<file path="src/rtl/if_id_stage_reg.sv">
// IF/ID pipeline register with flush/stall control, a three-state occupancy FSM and a long-hold monitor.
// Optional stall/flush performance counters are enabled by defining IF_ID_PERF_CNT_EN.
module if_id_stage_reg (
    input  logic        clk,
    input  logic        rst_n,
    input  logic        PC_write,
    input  logic        flush,
    input  logic [31:0] pc_plus4_IF,
    input  logic [31:0] instr_IF,
    input  logic        instr_valid_IF,
    output logic [31:0] pc_plus4_ID,
    output logic [31:0] instr_ID,
    output logic        valid_ID,
    output logic [4:0]  rs_IF_ID,
    output logic [4:0]  rt_IF_ID,
    output logic        held_ID,
    output logic        hold_overflow,
    output logic [15:0] stall_count,
    output logic [15:0] flush_count
);

    localparam logic [31:0] NOP = 32'h0000_0000;

    typedef enum logic [1:0] {
        ST_EMPTY  = 2'd0,
        ST_LOADED = 2'd1,
        ST_HELD   = 2'd2
    } state_e;

    state_e      state_q, state_d;
    logic [31:0] pc_q, pc_d;
    logic [31:0] instr_q, instr_d;
    logic        valid_q, held_q;
    logic [3:0]  hold_cnt_q, hold_cnt_d;
    logic        overflow_q, overflow_d;

    // NOTE: every next-state signal gets a default at the top of the block so no latch is inferred.
    always_comb begin
        state_d    = state_q;
        pc_d       = pc_q;
        instr_d    = instr_q;
        hold_cnt_d = 4'd0;
        overflow_d = overflow_q;

        if (flush) begin
            state_d = ST_EMPTY;
            instr_d = NOP;
        end else if (!PC_write) begin
            state_d = (state_q == ST_EMPTY) ? ST_EMPTY : ST_HELD;
        end else begin
            pc_d    = pc_plus4_IF;
            instr_d = instr_valid_IF ? instr_IF : NOP;
            state_d = instr_valid_IF ? ST_LOADED : ST_EMPTY;
        end

        // Count the cycle being entered in HELD, so the 15th held cycle already shows the flag.
        if (state_d == ST_HELD) begin
            hold_cnt_d = (hold_cnt_q == 4'hF) ? 4'hF : hold_cnt_q + 4'd1;
            if (hold_cnt_d == 4'hF) begin
                overflow_d = 1'b1;
            end
        end
    end

    // NOTE: sequential state uses non-blocking assignments only; reset is sampled on the clock edge.
    always_ff @(posedge clk) begin
        if (!rst_n) begin
            state_q    <= ST_EMPTY;
            pc_q       <= 32'd0;
            instr_q    <= NOP;
            valid_q    <= 1'b0;
            held_q     <= 1'b0;
            hold_cnt_q <= 4'd0;
            overflow_q <= 1'b0;
        end else begin
            state_q    <= state_d;
            pc_q       <= pc_d;
            instr_q    <= instr_d;
            valid_q    <= (state_d != ST_EMPTY);
            held_q     <= (state_d == ST_HELD);
            hold_cnt_q <= hold_cnt_d;
            overflow_q <= overflow_d;
        end
    end

    assign pc_plus4_ID   = pc_q;
    assign instr_ID      = instr_q;
    assign valid_ID      = valid_q;
    assign held_ID       = held_q;
    assign hold_overflow = overflow_q;
    assign rs_IF_ID      = instr_q[25:21];
    assign rt_IF_ID      = instr_q[20:16];

`ifdef IF_ID_PERF_CNT_EN
    logic [15:0] stall_cnt_q;
    logic [15:0] flush_cnt_q;

    always_ff @(posedge clk) begin
        if (!rst_n) begin
            stall_cnt_q <= 16'd0;
            flush_cnt_q <= 16'd0;
        end else begin
            if (!flush && !PC_write && stall_cnt_q != 16'hFFFF) begin
                stall_cnt_q <= stall_cnt_q + 16'd1;
            end
            if (flush && flush_cnt_q != 16'hFFFF) begin
                flush_cnt_q <= flush_cnt_q + 16'd1;
            end
        end
    end

    assign stall_count = stall_cnt_q;
    assign flush_count = flush_cnt_q;
`else
    assign stall_count = 16'd0;
    assign flush_count = 16'd0;
`endif

endmodule

</file>
<file path="config.mk">
export PLATFORM = sky130hd
export DESIGN_NAME = if_id_stage_reg
export DESIGN_NICKNAME = d
export VERILOG_FILES = /design/src/rtl/if_id_stage_reg.sv
export SDC_FILE = /design/constraint.sdc
export NUM_CORES = 1
export LEC_CHECK = 0
export BUFFER_PORTS_ARGS = -buffer_cell sky130_fd_sc_hd__buf_2
export CORE_ASPECT_RATIO = 0.5
export CORE_MARGIN = 2
export CORE_UTILIZATION = 42
export DETAILED_ROUTE_END_ITERATION = 10
export PLACE_DENSITY = 0.79
export SETUP_SLACK_MARGIN = 0.5
export SYNTH_ARGS = -nofsm -noshare
export SYNTH_HDL_FRONTEND = slang
export SYNTH_SLANG_ARGS = --single-unit
</file>
<file path="constraint.sdc">
create_clock -name clk -period 1.2 [get_ports clk]
set_input_delay 0.24 -clock clk [delete_from_list [all_inputs] [get_ports clk]]
set_output_delay 0.24 -clock clk [all_outputs]
set_load 0.01 [all_outputs]
</file>
==> results.tsv <==
metric	value	unit
initial antenna violation count	0	
Fin. Hold Viols	0	
ant diodes	0	
CTS root buffer	clkbuf_16	
asr flop ratio synth	0	
hold buffers post-CTS	0	
net switching power	0.00151	W
Power Total	0.00642	W
Final Routed Wirelength	11.0	mm
Synth Cell Area	2820	µm²
CTS Buf Count	9	
fmax	0.903	GHz
final setup fails	0	
Sw Ratio	0.236	
worst reg2reg path depth	4	
routability cong.	0.790	
outcome	finished, final reports clean	
vias in the first global route	2684	
Final Cell Area	5510	µm²
top cell type's share of synthesized area	0.518	
Setup CP Type	flip-flop to flip-flop	
routed via count	2870	
Clk pwr share	0.455	
sequential cell area fraction in the yosys report	0.518	
Pwr Density	1160	nW/µm²
CTS Buffer Depth	2	
largest net degree at the start of global routing	23	
Mapped Avg Cell Area	9.79	µm²
Max-Cap Viols	0	
# DRC	0	
first-pass GRT wire length	13.7	mm
Most used DFF post-synth	dfxtp_1	
Core Region	6600	µm²
row count	21	
IO Pins	178	
Crit path arrival time	1.34	ns
Comb power frac	0.146	
initial DRC count	114	
CTS tree	done	
area of the die	7420	µm²
synth cell count leaders	73 x dfxtp_1, 67 x nand2_1, 42 x buf_4, 32 x a22o_1, 30 x a21boi_1	
Critical Path End Type	flip-flop	
Hold Path Class	primary input to flip-flop	
Detailed Place HPWL	4.42	mm
vias per cell	4.97	
reg2reg start	hold_cnt_q[0]	
Clock Latency Late Sink	0.34	ns
port buffer count	145	
R2R setup slack	0.09	ns
Int Pwr	0.00490	W
setup_tns	0	ns
R2R Path End	hold_overflow	
VDD IR max	0.736	mV
unrepaired setup endpoints after global routing	yes	
Flop pwr share	0.400	
worst-path fanout max	2	
top cells by area, synth	dfxtp_1 52%, buf_4 11%, a22o_1 9.9%, nand2_1 8.9%, a21boi_1 8.0%	
H-tree depth	3	
clock transition at the registers of the reported paths	0.06	ns
Yosys cell types	27	
area leader, netlist	dfxtp_1	
most frequent cell after synthesis	dfxtp_1	
Final Max Tran Viols	0	
GR Util All Layers	0.247	
DRT Pass-1 Iters	4	
Ys Warns	0	
WL per Instance	19.1	µm
Pleak	2.60	nW
worst hold slack	0.131	ns
die outline height	61.9	µm
clock skew	0.00691	ns
critical path launch point type	flip-flop	
CP Data Required Time	1.44	ns
Die X	120	µm
min-delay src	instr_IF[14]	
share of cells above drive strength 1	0.759	
Nets	551	
Post-Syn Instances	288	
ANT nets after route	0	
P&R area growth vs syn	95.4	%
initial core utilization	0.427	
total gr overflow	0	
fill count	317	
Seq cells post-synth	73	
Tcrit/Tclk final	0.923	
number of enable flip-flop cells after synthesis	0	
DP Area	3460	µm²
# clock sinks	73	
Hold EP	instr_ID[14]	
Hold Path Stages	2	
minimum clock period	1.11	ns
## per-layer routing
| metal | global-route usage | share of wire | vias up |
|---|---|---|---|
| met5 | 0 | 0 | - |
| li1 | - | - | 1296 |
| met1 | 0.267 | 0.39 | 1373 |
| met2 | 0.473 | 0.51 | 166 |
| met4 | 0.121 | 0.027 | 0 |
| met3 | 0.0675 | 0.072 | 35 |
## worst max-delay path by stage
stage,start,end,slack (ns),cells after the start
2_1_floorplan,rst_n,instr_ID[10],0.11,5
3_3_place_gp,flush,instr_ID[2],0.06,4
3_5_place_dp,flush,instr_ID[0],0.03,4
4_1_cts,instr_ID[24],rs_IF_ID[3],0.14,1
5_1_grt,hold_cnt_q[0],hold_overflow,0.07,4
6_report,hold_cnt_q[0],hold_overflow,0.09,4
## power groups by stage
stage	clock [W]	combinational (W)	sequential, W
after detailed placement	0	0.000478	0.00259
after floorplan	0	0.000309	0.00262
after global routing	0.00303	0.000986	0.00257
final	0.00292	0.000935	0.00256
after CTS	0.00293	0.000755	0.00257
after global placement	0	0.000472	0.00259
## worst max-delay path: stages, from the launching register on
cell	delay [ns]
dfxtp_4	0.35
ha_4	0.26
inv_2	0.04
o21a_1	0.17
o31ai_1	0.19
## through the flow
| stage | utilization | instances | setup slack (ns) |
|---|---|---|---|
| after floorplan | - | 319 | 0.114 |
| final | 0.835 | 578 | 0.0930 |
| after CTS | 0.758 | 554 | 0.143 |
| after global routing | 0.835 | 578 | 0.0665 |
| after detailed placement | 0.525 | 503 | 0.0270 |
| after global placement | 0.525 | 503 | 0.0648 |
## cell usage in the layout (no fill, tap or decap), types with 2 or more instances in the layout
cell | synthesis | layout
clkbuf_16 | 0 | 9
buf_16 | 0 | 11
dfxtp_2 | 0 | 64
buf_8 | 0 | 4
nand2_1 | 67 | 30
a21boi_2 | 0 | 22
dfxtp_4 | 0 | 6
conb_1 | 1 | 32
inv_1 | 3 | 2
dfxtp_1 | 73 | 3
a22o_1 | 32 | 32
nor2_1 | 2 | 2
buf_12 | 0 | 8
buf_2 | 11 | 65
bufinv_16 | 0 | 2
nand2_2 | 0 | 16
nand2_4 | 0 | 21
a21boi_1 | 30 | 10
buf_6 | 4 | 89
buf_4 | 42 | 34
## kinds of logic after synthesis
logic type,synth area share
and+or+nand+nor,0.117
other,0.00133
DFF,0.518
AOI/OAI and AO/OA,0.204
buffers and inverters,0.155
adders and majority gates,0.00444
## sequential cells by signal, summed over array words and instances, names as in the netlist
register and count:
held_ID 1, hold_cnt_q 4, hold_overflow 1, instr_ID 32, pc_plus4_ID 32, state_q 2
valid_ID 1
## timing repair
action	CTS	global route
setup endpoints to repair	138	149
buffers inserted	22	24
gates resized for setup	196	91
cloned	13	0
pin swaps	24	32
## layout make-up
class	count	area, µm²	area share
Sequential cell	73	1560	0.284
Tap cell	92	115	0.0209
Clock buffer	10	239	0.0434
Timing Repair Buffer	211	2110	0.382
Multi-Input combinational cell	183	1380	0.251
Inverter	3	11.3	0.00204
Clock inverter	6	90.1	0.0164
Power figures use the tool's default switching activity.
